--- src/rtl/cpu_pkg.sv ---
// Shared CPU constants: datapath/register-address defaults and load-op encoding.
package cpu_pkg;

  localparam int CPU_DW    = 32;
  localparam int CPU_AW    = 5;
  localparam int LOAD_OP_W = 3;

  localparam logic [LOAD_OP_W-1:0] LW  = 3'b000;
  localparam logic [LOAD_OP_W-1:0] LB  = 3'b001;
  localparam logic [LOAD_OP_W-1:0] LBU = 3'b010;
  localparam logic [LOAD_OP_W-1:0] LH  = 3'b011;
  localparam logic [LOAD_OP_W-1:0] LHU = 3'b100;

endpackage

--- src/rtl/wb_stage_if.sv ---
// MEM-to-WB handshake bundle: pipeline control, MEM-stage results and
// the register-file write port driven by the writeback stage.
interface wb_stage_if
  import cpu_pkg::*;
#(
  parameter int DW = CPU_DW,
  parameter int AW = CPU_AW
);

  logic                 Run;
  logic                 Stall;
  logic                 Flush;
  logic                 M_Valid;
  logic                 M_RegWr;
  logic                 M_MemtoReg;
  logic [LOAD_OP_W-1:0] M_LoadOp;
  logic [AW-1:0]        M_Rw;
  logic [DW-1:0]        M_AluOut;
  logic [DW-1:0]        M_MemData;

  logic [AW-1:0]        Rw;
  logic                 RegWr;
  logic [DW-1:0]        busW;
  logic                 W_Valid;
  logic                 AddrErr;
  logic [31:0]          RetireCnt;

  modport master (
    output Run, Stall, Flush, M_Valid, M_RegWr, M_MemtoReg, M_LoadOp,
           M_Rw, M_AluOut, M_MemData,
    input  Rw, RegWr, busW, W_Valid, AddrErr, RetireCnt
  );

  modport slave (
    input  Run, Stall, Flush, M_Valid, M_RegWr, M_MemtoReg, M_LoadOp,
           M_Rw, M_AluOut, M_MemData,
    output Rw, RegWr, busW, W_Valid, AddrErr, RetireCnt
  );

endinterface

--- src/rtl/wb_stage_load_ext.sv ---
// Load extraction: picks the addressed byte/half out of an aligned word,
// sign- or zero-extends it, and flags misaligned word/half accesses.
module load_ext
  import cpu_pkg::*;
#(
  parameter int DW = CPU_DW
) (
  input  logic [DW-1:0]        raw,
  input  logic [LOAD_OP_W-1:0] op,
  input  logic [1:0]           addr,
  output logic [DW-1:0]        data,
  output logic                 misaligned
);

  logic [7:0]  byte_sel;
  logic [15:0] half_sel;

  // Little-endian lane selection from the low address bits
  always_comb begin
    byte_sel = raw[7:0];
    case (addr)
      2'd0: byte_sel = raw[7:0];
      2'd1: byte_sel = raw[15:8];
      2'd2: byte_sel = raw[23:16];
      2'd3: byte_sel = raw[31:24];
      default: byte_sel = raw[7:0];
    endcase
    half_sel = addr[1] ? raw[31:16] : raw[15:0];
  end

  // Extension and alignment check; unused op codes behave as a word load
  always_comb begin
    data       = raw;
    misaligned = 1'b0;
    case (op)
      LB:  data = {{(DW-8){byte_sel[7]}}, byte_sel};
      LBU: data = {{(DW-8){1'b0}}, byte_sel};
      LH: begin
        data       = {{(DW-16){half_sel[15]}}, half_sel};
        misaligned = addr[0];
      end
      LHU: begin
        data       = {{(DW-16){1'b0}}, half_sel};
        misaligned = addr[0];
      end
      default: begin
        data       = raw;
        misaligned = (addr != 2'd0);
      end
    endcase
  end

endmodule

--- src/rtl/wb_stage.sv ---
// Writeback stage: MEM/WB pipeline register feeding the register-file write
// port. Optional retired-instruction counter enabled by WB_RETIRE_CNT_EN;
// without it RetireCnt reads as 0.
module wb_stage
  import cpu_pkg::*;
#(
  parameter int DW = CPU_DW,
  parameter int AW = CPU_AW
) (
  input  logic        Clk,
  input  logic        Rst,
  wb_stage_if.slave   wb
);

  logic [DW-1:0] ext_data;
  logic          ext_mis;
  logic          misaligned;
  logic          capture;

  load_ext #(.DW(DW)) u_load_ext (
    .raw        (wb.M_MemData),
    .op         (wb.M_LoadOp),
    .addr       (wb.M_AluOut[1:0]),
    .data       (ext_data),
    .misaligned (ext_mis)
  );

  // Alignment only matters when the result actually comes from memory
  assign misaligned = wb.M_MemtoReg & ext_mis;
  assign capture    = wb.Run & ~wb.Flush & ~wb.Stall;

  // MEM/WB register: flush beats stall beats normal capture, all gated by Run
  always_ff @(posedge Clk or posedge Rst) begin
    if (Rst) begin
      wb.W_Valid <= 1'b0;
      wb.RegWr   <= 1'b0;
      wb.AddrErr <= 1'b0;
      wb.Rw      <= '0;
      wb.busW    <= '0;
    end else if (wb.Run) begin
      if (wb.Flush) begin
        wb.W_Valid <= 1'b0;
        wb.RegWr   <= 1'b0;
        wb.AddrErr <= 1'b0;
        wb.Rw      <= '0;
        wb.busW    <= '0;
      end else if (!wb.Stall) begin
        wb.W_Valid <= wb.M_Valid;
        wb.Rw      <= wb.M_Rw;
        wb.busW    <= wb.M_MemtoReg ? ext_data : wb.M_AluOut;
        wb.RegWr   <= wb.M_Valid & wb.M_RegWr & (wb.M_Rw != '0) & ~misaligned;
        wb.AddrErr <= wb.M_Valid & misaligned;
      end
    end
  end

`ifdef WB_RETIRE_CNT_EN
  logic [31:0] retire_cnt;

  // Count every valid instruction entering WB, misaligned loads included
  always_ff @(posedge Clk or posedge Rst) begin
    if (Rst) begin
      retire_cnt <= '0;
    end else if (capture && wb.M_Valid) begin
      retire_cnt <= retire_cnt + 32'd1;
    end
  end

  assign wb.RetireCnt = retire_cnt;
`else
  assign wb.RetireCnt = 32'd0;
`endif

endmodule

--- src/flat_wrapper.sv ---
// flat-port wrapper written by rule: the top's interface ports become plain ports
module wb_stage_flat import cpu_pkg::*;
#(
  parameter int DW = CPU_DW,
  parameter int AW = CPU_AW
)
  (Clk, Rst, wb_Run, wb_Stall, wb_Flush, wb_M_Valid, wb_M_RegWr, wb_M_MemtoReg, wb_M_LoadOp, wb_M_Rw, wb_M_AluOut, wb_M_MemData, wb_Rw, wb_RegWr, wb_busW, wb_W_Valid, wb_AddrErr, wb_RetireCnt);
  wb_stage_if #(.DW(DW), .AW(AW)) wb_i ();
  input  logic Clk;
  input  logic Rst;
  input wire logic [$bits(wb_i.Run)-1:0] wb_Run;
  input wire logic [$bits(wb_i.Stall)-1:0] wb_Stall;
  input wire logic [$bits(wb_i.Flush)-1:0] wb_Flush;
  input wire logic [$bits(wb_i.M_Valid)-1:0] wb_M_Valid;
  input wire logic [$bits(wb_i.M_RegWr)-1:0] wb_M_RegWr;
  input wire logic [$bits(wb_i.M_MemtoReg)-1:0] wb_M_MemtoReg;
  input wire logic [$bits(wb_i.M_LoadOp)-1:0] wb_M_LoadOp;
  input wire logic [$bits(wb_i.M_Rw)-1:0] wb_M_Rw;
  input wire logic [$bits(wb_i.M_AluOut)-1:0] wb_M_AluOut;
  input wire logic [$bits(wb_i.M_MemData)-1:0] wb_M_MemData;
  output wire logic [$bits(wb_i.Rw)-1:0] wb_Rw;
  output wire logic [$bits(wb_i.RegWr)-1:0] wb_RegWr;
  output wire logic [$bits(wb_i.busW)-1:0] wb_busW;
  output wire logic [$bits(wb_i.W_Valid)-1:0] wb_W_Valid;
  output wire logic [$bits(wb_i.AddrErr)-1:0] wb_AddrErr;
  output wire logic [$bits(wb_i.RetireCnt)-1:0] wb_RetireCnt;
  assign wb_i.Run = wb_Run;
  assign wb_i.Stall = wb_Stall;
  assign wb_i.Flush = wb_Flush;
  assign wb_i.M_Valid = wb_M_Valid;
  assign wb_i.M_RegWr = wb_M_RegWr;
  assign wb_i.M_MemtoReg = wb_M_MemtoReg;
  assign wb_i.M_LoadOp = wb_M_LoadOp;
  assign wb_i.M_Rw = wb_M_Rw;
  assign wb_i.M_AluOut = wb_M_AluOut;
  assign wb_i.M_MemData = wb_M_MemData;
  assign wb_Rw = wb_i.Rw;
  assign wb_RegWr = wb_i.RegWr;
  assign wb_busW = wb_i.busW;
  assign wb_W_Valid = wb_i.W_Valid;
  assign wb_AddrErr = wb_i.AddrErr;
  assign wb_RetireCnt = wb_i.RetireCnt;
  wb_stage #(.DW(DW), .AW(AW)) u_core (.Clk(Clk), .Rst(Rst), .wb(wb_i));
endmodule
--- config.mk ---
export PLATFORM = sky130hd
export DESIGN_NAME = wb_stage_flat
export DESIGN_NICKNAME = d
export VERILOG_FILES = /design/src/rtl/cpu_pkg.sv /design/src/rtl/wb_stage_if.sv /design/src/rtl/wb_stage_load_ext.sv /design/src/rtl/wb_stage.sv /design/src/flat_wrapper.sv
export SDC_FILE = /design/constraint.sdc
export NUM_CORES = 1
export LEC_CHECK = 0
export CORE_AREA = 2 2 77 116
export DETAILED_ROUTE_END_ITERATION = 8
export DIE_AREA = 0 0 79 118
export HOLD_SLACK_MARGIN = 0.05
export PLACE_DENSITY = 0.75
export SLEW_MARGIN = 0
export SYNTH_ARGS = -nofsm -noshare
export SYNTH_HDL_FRONTEND = slang
export SYNTH_SLANG_ARGS = --single-unit
--- constraint.sdc ---
create_clock -name Clk -period 1 [get_ports Clk]
set_input_delay 0.2 -clock Clk [delete_from_list [all_inputs] [get_ports Clk]]
set_output_delay 0.2 -clock Clk [all_outputs]
set_load 0.05 [all_outputs]
==> impl_metrics.tcl, run 1 <==
set metrics [dict create \
    placed_area_um2 4940 \
    pre_cts_ws_ns -1.14 \
    skew_ns 0 \
    power_mw 7.10 \
    setup_ws_ns -0.344 \
    synth.avg_cell_area_um2 9.67 \
    ys_async_sr_fraction_pct 100 \
    dr.pass1.iters 4 \
    required_ns 1.16 \
    clkPwrFrac_pct 26.4 \
    antenna_found_initial 6 \
    grt_setup_unrepaired "yes" \
    hold_viol 0 \
    insertion_delay_ns 0.28 \
    r2r_slack_ns -0.09 \
    combPwrFrac_pct 45.8 \
    synth_area_leaders "dfrtp_1 34%, buf_4 8.5%, mux4_2 6.2%, a22oi_1 5.9%, o21ai_0 4.8%" \
    drive_gt1_share_pct 46.3 \
    core_area_um2 8310 \
    final.min_clock_period_ns 1.34 \
    period_share_pct 134 \
    max_freq_mhz 744 \
    design_area_um2 5740 \
    ys_types 48 \
    ir_drop_v 0.000885 \
    grt_pass1_vias 3326 \
    drt-total-wl_mm 11.5 \
    yosysWarnings 0 \
    drtIter0Drc 224 \
    rows 41 \
    routedWlPerCell_um 18.7 \
    clk_pin_slew_ns 0.06 \
    routabilityCongestion 0.889 \
    final_nets 584 \
    failed_checks "setup timing" \
    cts_max_path_buffers 2 \
    p_leak_nw 2.56 \
    syn_to_final_growth_pct 96.7 \
    die_y_um 118 \
    cts-hold-fix-buffers 0 \
    track_usage_pct 23.4 \
    cp-start-kind "input pin" \
    setup_viol 74 \
    synth_area_um2 2920 \
    dr_total_vias 3270 \
    cpPeakStageDelay_ns 0.56 \
    ys_seq_area_share_pct 34.3 \
    min-delay-path-class "input pin to flip-flop" \
    p_int_mw 4.56 \
    dieArea_um2 9320 \
    io_buffers 119 \
    holdWs_ns 0.158 \
    power_density_nw_per_um2 1240 \
    cts_buffers 5 \
    drv_slew 0 \
    grt_pass1_wl_mm 17.1 \
    synthDominantAreaCellType "dfrtp_1" \
    via_per_inst 5.29 \
    drc 0 \
    status "finished with violations" \
    ys.flop_type "dfrtp_1" \
    yosys_register_bits 40 \
    critPathSlowestCell "mux4_2" \
    drv_cap 0 \
    cp-end-kind "flip-flop" \
    grt_max_degree 31 \
    path_cells "buf_8, mux4_2, o311a_4, a21oi_2, o221ai_2" \
    synth_edf_count 0 \
    drtAntennaViolNets 0 \
    netlist_instances 302 \
    seq_power_share_pct 27.8 \
    die_x_um 79 \
    clockRootBuffer "clkbuf_16" \
    cp.arrival_ns 1.50 \
    path_class "input pin to flip-flop" \
    start_util_pct 35.1 \
    pin_count 152 \
    synth_top_cell_area_share_pct 34.3 \
    gr-total-overflow 0 \
    cts_tree "yes" \
    path_max_fanout 7 \
    cts.sinks 40 \
    hpwl_mm 8.08 \
    mostFrequentLayoutCell "buf_4" \
    switching_power_mw 2.54 \
    switching_share_pct 35.8 \
    layout_common_cells "75 x buf_4, 48 x buf_12, 39 x dfrtp_1" \
    ctsHtreeMaxLevel 2 \
]
[layout make-up]
cell class,count,area [µm²]
Antenna cell,6,15.0
Clock buffer,5,125
Clock inverter,3,46.3
Fill cell,593,2570
Inverter,6,26.3
Multi-Input combinational cell,232,1910
Sequential cell,40,1000
Tap cell,107,134
Timing Repair Buffer,219,2480
[sequential cells by signal, summed over array words and instances, names as in the netlist]
| signal | flops |
|---|---|
| u_core.wb.Rw | 5 |
| u_core.wb.RegWr | 1 |
| u_core.wb.AddrErr | 1 |
| u_core.wb.W_Valid | 1 |
| u_core.wb.busW | 32 |
[worst paths after layout]
kind / end / depth (start not counted) / start
worst min-delay path: u_core.wb.Rw[0]$_DFFE_PP0P_ / 2 / wb_M_Rw[0]
min in group asynchronous: u_core.wb.busW[6]$_DFFE_PP0P_ / 3 / Rst
worst max-delay path: u_core.wb.busW[8]$_DFFE_PP0P_ / 5 / wb_M_AluOut[1]
worst max register to register: u_core.wb.busW[8]$_DFFE_PP0P_ / 3 / u_core.wb.busW[8]$_DFFE_PP0P_
max in group asynchronous: u_core.wb.busW[10]$_DFFE_PP0P_ / 3 / Rst
worst min register to register: u_core.wb.busW[5]$_DFFE_PP0P_ / 2 / u_core.wb.busW[5]$_DFFE_PP0P_
[worst max-delay path: cells and delay by family]
| family | cells | cell delay, ns |
|---|---|---|
| compound gates | 3 | 0.67 |
| buf+inv | 1 | 0.07 |
| mux | 1 | 0.56 |
[Yosys cell counts, types with 8 or more instances]
library cell / n
a21oi_1: 8
buf_4: 33
o21ai_0: 28
dfrtp_1: 40
mux4_2: 8
nand2b_1: 10
nand2_1: 10
nor2_1: 25
o221ai_1: 13
buf_2: 15
a22oi_1: 23
[stage by stage]
| step | cells | TNS, ns | util (%) |
|---|---|---|---|
| floorplan | 333 | -11.93 | - |
| global placement | 561 | -36.33 | 59.5 |
| detailed placement | 561 | -37.54 | 59.5 |
| CTS | 590 | -10.33 | 65.5 |
| global route | 618 | -13.07 | 69.1 |
| finish | 618 | -11.07 | 69.1 |
[repair_timing]
item,in CTS,in global routing
buffers inserted,20,21
setup endpoints to repair,80,78
pin swaps,28,17
gates resized for setup,168,23
gates cloned,2,1
[layer usage]
metal	wire, µm	GRT usage (%)
met2	6410	42.7
met3	538	2.30
met5	0	0
met1	4090	26.0
met4	494	12.3
[cell families after synthesis]
logic type	after synthesis	synth area share [%]
buffers and inverters	61	13.0
AND/OR/NAND/NOR	65	13.2
XOR/XNOR	3	0.900
flip-flops	40	34.3
other	1	0.128
multiplexers	22	11.3
AO/OA/AOI/OAI	110	27.3
[power by group through the flow]
stage	Clock [mW]	Sequential [mW]	Combinational, mW
floorplan	0	2.47	1.01
global placement	0	2.00	2.81
detailed placement	0	2.00	2.85
CTS	1.88	1.97	3.04
global route	1.96	1.99	3.39
finish	1.87	1.97	3.25
Note: power is estimated with default switching activity, not from simulation.
==> inputs of run 2 (changes only) <==
--- a/config.mk
+++ b/config.mk
@@ -10,6 +10,7 @@
 export DIE_AREA = 0 0 79 118
 export HOLD_SLACK_MARGIN = 0.05
 export PLACE_DENSITY = 0.75
+export SKIP_CTS_REPAIR_TIMING = 1
 export SLEW_MARGIN = 0
 export SYNTH_ARGS = -nofsm -noshare
 export SYNTH_HDL_FRONTEND = slang
==> run 2 against run 1 <==
  * The flow still finishes with violations (setup timing)
  * Cell count shrank 2.6%
  * Die area stayed put
  * Setup slack lost 0.15 ns
  * Critical path depth up 2
  * Sequential cell count is the same
  * Critical path type unchanged
==> impl_metrics.tcl, run 2 (same netlist as run 1, synthesis figures left out) <==
set metrics [dict create \
    status "finished with violations" \
    failed_checks "setup timing" \
    largest-register "u_core.wb.busW" \
    ir_drop_v 0.000817 \
    placed_cells 561 \
    drtAntennaViolNets 0 \
    drv_cap 0 \
    drive_gt1_share_pct 44.7 \
    drtIter0Drc 202 \
    largest_reg_flops 32 \
    io_buffers 119 \
    path_buf_inv 3 \
    cp-start-kind "input pin" \
    max_freq_mhz 671 \
    cp.arrival_ns 1.65 \
    routedWlPerCell_um 18.8 \
    cts_buffers 5 \
    drc 0 \
    hold_viol 0 \
    grt_pass1_wl_mm 16.0 \
    power_density_nw_per_um2 1230 \
    gr-total-overflow 0 \
    critPathSlowestCell "mux4_2" \
    grt_setup_unrepaired "yes" \
    drv_slew 0 \
    ctsHtreeMaxLevel 2 \
    cts.sinks 40 \
    cts_max_path_buffers 2 \
    antenna_found_initial 5 \
    skew_ns 0 \
    hpwl_mm 8.08 \
    setup_viol 74 \
    cpPeakStageDelay_ns 0.55 \
    clockRootBuffer "clkbuf_16" \
    routabilityCongestion 0.889 \
    critPathMostFrequentCell "buf_6" \
    start_util_pct 35.1 \
    cts_tree "yes" \
    dr_total_vias 3213 \
    largest_registers "u_core.wb.busW x32, u_core.wb.Rw x5" \
    cp-end-kind "flip-flop" \
    drt-total-wl_mm 11.3 \
    period_share_pct 149 \
    final.min_clock_period_ns 1.49 \
    path_class "input pin to flip-flop" \
    layout_common_cells "67 x buf_4, 45 x buf_12, 38 x dfrtp_1" \
    core_area_um2 8310 \
    track_usage_pct 21.8 \
    path_cells "buf_6, mux4_2, buf_6, a2bb2oi_4, o21ai_4, clkbuf_16, o21ai_2" \
    grt_pass1_vias 3108 \
    pin_count 152 \
    final_util_pct 68.5 \
    p_leak_nw 2.73 \
    setup_ws_ns -0.489 \
    via_per_inst 5.34 \
    rows 41 \
    insertion_delay_ns 0.28 \
    clk_pin_slew_ns 0.06 \
    fillCellCount 590 \
    required_ns 1.16 \
    dieArea_um2 9320 \
    final_nets 569 \
    die_y_um 118 \
    mostFrequentLayoutCell "buf_4" \
    min-delay-path-class "input pin to flip-flop" \
    grt_max_degree 31 \
    die_x_um 79 \
    syn_to_final_growth_pct 95.1 \
    final_cells 602 \
    crit_family "multiplexers" \
    power_mw 7.03 \
    dr.pass1.iters 5 \
    path_max_fanout 8 \
]
## run 2: changes by cell type in the layout (fill, tap and decap cells not counted), sizes merged
cell	previous run	this run
diode	6	5
clkdlybuf4s15	4	0
clkbuf	9	12
buf	154	130
dlymetal6s2s	0	33
dlygate4sd2	23	0
## run 2: through the flow
stage               setup slack, ns  hold slack (ns)  TNS (ns)  cell area, µm²
floorplan                    -0.430            0.179    -11.93            3140
global placement              -1.04            0.540    -36.33            4940
detailed placement            -1.14            0.541    -37.54            4940
CTS                          -0.820            0.329    -28.31            5110
global route                 -0.499            0.205    -16.01            5700
finish                       -0.489            0.189    -14.43            5700
## run 2: path summary, 6_finish.rpt
kind                                           startpoint                        endpoint  slack, ns  cells past startpoint
max in group asynchronous                             Rst  u_core.wb.busW[13]$_DFFE_PP0P_       0.52                      3
min in group asynchronous                             Rst   u_core.wb.busW[6]$_DFFE_PP0P_       0.32                      3
max                                        wb_M_AluOut[1]  u_core.wb.busW[17]$_DFFE_PP0P_      -0.49                      7
min reg2reg                 u_core.wb.busW[0]$_DFFE_PP0P_   u_core.wb.busW[0]$_DFFE_PP0P_       0.56                      2
min                                            wb_M_Rw[0]     u_core.wb.Rw[0]$_DFFE_PP0P_       0.19                      2
max reg2reg                u_core.wb.busW[19]$_DFFE_PP0P_  u_core.wb.busW[19]$_DFFE_PP0P_      -0.04                      3
## run 2: cell type report
class | instances | area [µm²] | area share, %
multi-input cells | 232 | 1930 | 33.9
flip-flops and latches | 40 | 1000 | 17.6
clock inverters | 3 | 46.3 | 0.813
clock buffers | 5 | 125 | 2.20
diodes | 5 | 12.5 | 0.220
well taps | 107 | 134 | 2.35
inverters | 6 | 26.3 | 0.461
repair buffers | 204 | 2420 | 42.5
## run 2: report_power, final
part           total [mW]  switching [mW]  internal (mW)  leakage (nW)
Combinational        3.17            1.64           1.53          2.12
Sequential           1.98           0.199           1.78         0.531
Clock                1.87           0.685           1.19        0.0805
## run 2: routing by layer
metal	track usage (%)	wire, µm	part of all wire, %	vias to the layer above
met5	0	0	0	-
met4	11.4	582	5.1	0
met3	2.30	525	4.6	35
met2	38.7	6180	55	166
met1	25.0	4040	36	1556
li1	-	-	-	1456
## run 2: worst reg2reg max path: stages, from the launching register on
cell and delay, ns:
dfrtp_1 0.42, buf_4 0.15, a22oi_1 0.24, o21ai_2 0.10
==> inputs of run 3 (changes only) <==
--- a/config.mk
+++ b/config.mk
@@ -5,11 +5,11 @@
 export SDC_FILE = /design/constraint.sdc
 export NUM_CORES = 1
 export LEC_CHECK = 0
-export CORE_AREA = 2 2 77 116
+export CORE_AREA = 2 2 73 110
 export DETAILED_ROUTE_END_ITERATION = 8
-export DIE_AREA = 0 0 79 118
+export DIE_AREA = 0 0 75 112
 export HOLD_SLACK_MARGIN = 0.05
-export PLACE_DENSITY = 0.75
+export PLACE_DENSITY = 0.8
 export SKIP_CTS_REPAIR_TIMING = 1
 export SLEW_MARGIN = 0
 export SYNTH_ARGS = -nofsm -noshare
==> constraint.sdc (replaced) <==
create_clock -name Clk -period 1.7 [get_ports Clk]
set_input_delay 0.34 -clock Clk [delete_from_list [all_inputs] [get_ports Clk]]
set_output_delay 0.34 -clock Clk [all_outputs]
set_load 0.05 [all_outputs]
==> run 3 against run 2 <==
  * The flow now finishes without violations
  * Non-clock buffer count fell by 16
  * Critical path depth fell by 1
  * Die area fell by 9.9%
  * Hold slack improved by 0.22 ns
  * Combinational power fell by 53%
  * Clock power fell by 39%
  * Wire length fell by 7.6%
  * Largest cell class unchanged
==> impl_metrics.tcl, run 3 (same netlist as run 1, synthesis figures left out) <==
set metrics [dict create \
    drv_cap 0 \
    dr.pass1.iters 5 \
    fillCellCount 605 \
    via_per_inst 5.47 \
    antenna_found_initial 0 \
    drv_slew 0 \
    path_cells "dlymetal6s2s_1, mux4_2, a2bb2oi_4, o21ai_4, clkbuf_16, o21ai_0" \
    layout_common_cells "95 x buf_4, 67 x clkdlybuf4s50_1, 40 x dfrtp_1" \
    final_nets 553 \
    drive_gt1_share_pct 31.9 \
    drc 0 \
    cpPeakStageDelay_ns 0.61 \
    syn_to_final_growth_pct 65.0 \
    gr-total-overflow 0 \
    path_max_fanout 8 \
    p_leak_nw 2.28 \
    dieArea_um2 8400 \
    drtAntennaViolNets 0 \
    cp-start-kind "input pin" \
    setup_ws_ns 0.0287 \
    clockRootBuffer "clkbuf_16" \
    ir_drop_v 0.000539 \
    cts_max_path_buffers 2 \
    cts_tree "yes" \
    cts_buffers 5 \
    pin_count 152 \
    routedWlPerCell_um 18.1 \
    grt_pass1_wl_mm 15.2 \
    critPathSlowestCell "mux4_2" \
    max_freq_mhz 598 \
    power_density_nw_per_um2 776 \
    skew_ns 0 \
    insertion_delay_ns 0.28 \
    final.min_clock_period_ns 1.67 \
    min-delay-path-class "input pin to async pin" \
    die_x_um 75 \
    grt_pass1_vias 2993 \
    setup_tns_ns 0 \
    final_util_pct 64.5 \
    start_util_pct 39.1 \
    crit_family "multiplexers" \
    mostFrequentLayoutCell "buf_4" \
    largest_reg_flops 32 \
    routabilityCongestion 0.926 \
    rows 39 \
    core_area_um2 7470 \
    hold_viol 0 \
    clk_pin_slew_ns 0.06 \
    track_usage_pct 23.9 \
    setup_viol 0 \
    register_area_um2 1000 \
    period_share_pct 98.3 \
    ctsHtreeMaxLevel 2 \
    pre_cts_ws_ns -0.574 \
    path_buf_inv 2 \
    holdWs_ns 0.405 \
    largest-register "u_core.wb.busW" \
    hpwl_mm 7.73 \
    io_buffers 119 \
    path_class "input pin to flip-flop" \
    status "complete, no violations" \
    cp.arrival_ns 1.82 \
    dr_total_vias 3156 \
    cts.sinks 40 \
    grt_max_degree 41 \
    multi_input_area_um2 1730 \
    cp-end-kind "flip-flop" \
    die_y_um 112 \
    power_mw 3.74 \
    required_ns 1.85 \
    drt-total-wl_mm 10.5 \
    largest_registers "u_core.wb.busW x32, u_core.wb.Rw x5" \
    drtIter0Drc 189 \
]
-- run 3: cell count changes in the layout (fill, tap and decap cells not counted), sizes merged --
cell           before  now
clkdlybuf4s50      34   67
buf               130  107
dlymetal6s2s       33   12
diode               5    1
clkbuf             12    9
clkinvlp            2    0
-- run 3: per-layer routing --
| layer | wire length (µm) | GRT usage [%] | share of wire, % | vias to the layer above |
|---|---|---|---|---|
| met5 | 0 | 0 | 0 | - |
| met4 | 616 | 13.1 | 5.9 | 0 |
| met3 | 676 | 2.90 | 6.5 | 41 |
| met2 | 5520 | 42.4 | 53 | 191 |
| met1 | 3650 | 26.4 | 35 | 1505 |
| li1 | - | - | - | 1419 |
-- run 3: per-stage QoR --
step | area (µm²) | cells
2_1_floorplan | 3040 | 333
3_3_place_gp | 4410 | 559
3_5_place_dp | 4410 | 559
4_1_cts | 4590 | 567
5_1_grt | 4810 | 576
6_report | 4820 | 577
-- run 3: worst paths after layout --
| kind | startpoint | endpoint | slack (ns) | cells after the start |
|---|---|---|---|---|
| setup / recovery | wb_M_AluOut[1] | u_core.wb.busW[28]$_DFFE_PP0P_ | 0.03 | 6 |
| hold / removal | Rst | u_core.wb.busW[31]$_DFFE_PP0P_ | 0.40 | 3 |
| setup reg to reg | u_core.wb.busW[14]$_DFFE_PP0P_ | u_core.wb.busW[14]$_DFFE_PP0P_ | 0.79 | 2 |
| hold reg to reg | u_core.wb.RegWr$_DFFE_PP0P_ | u_core.wb.RegWr$_DFFE_PP0P_ | 0.49 | 2 |
| max in group asynchronous | Rst | u_core.wb.Rw[3]$_DFFE_PP0P_ | 1.08 | 3 |
| min in group Clk | wb_M_MemData[7] | u_core.wb.busW[7]$_DFFE_PP0P_ | 0.42 | 3 |
-- run 3: tightest hold or removal path: stages --
cell and delay [ns]:
clkdlybuf4s50_1 0.39, inv_1 0.09, buf_12 0.23
-- run 3: cell type report --
type / instances / share of cell area (%)
repair buffers: 188 / 36.4
multi-input cells: 232 / 35.9
flip-flops and latches: 40 / 20.8
clock buffers: 7 / 3.17
well taps: 102 / 2.65
clock inverters: 1 / 0.623
inverters: 6 / 0.468
diodes: 1 / 0.0519
-- run 3: where the power goes --
| group | internal [mW] | switching (mW) |
|---|---|---|
| Combinational | 0.589 | 0.893 |
| Clock | 0.773 | 0.369 |
| Sequential | 1.05 | 0.0656 |
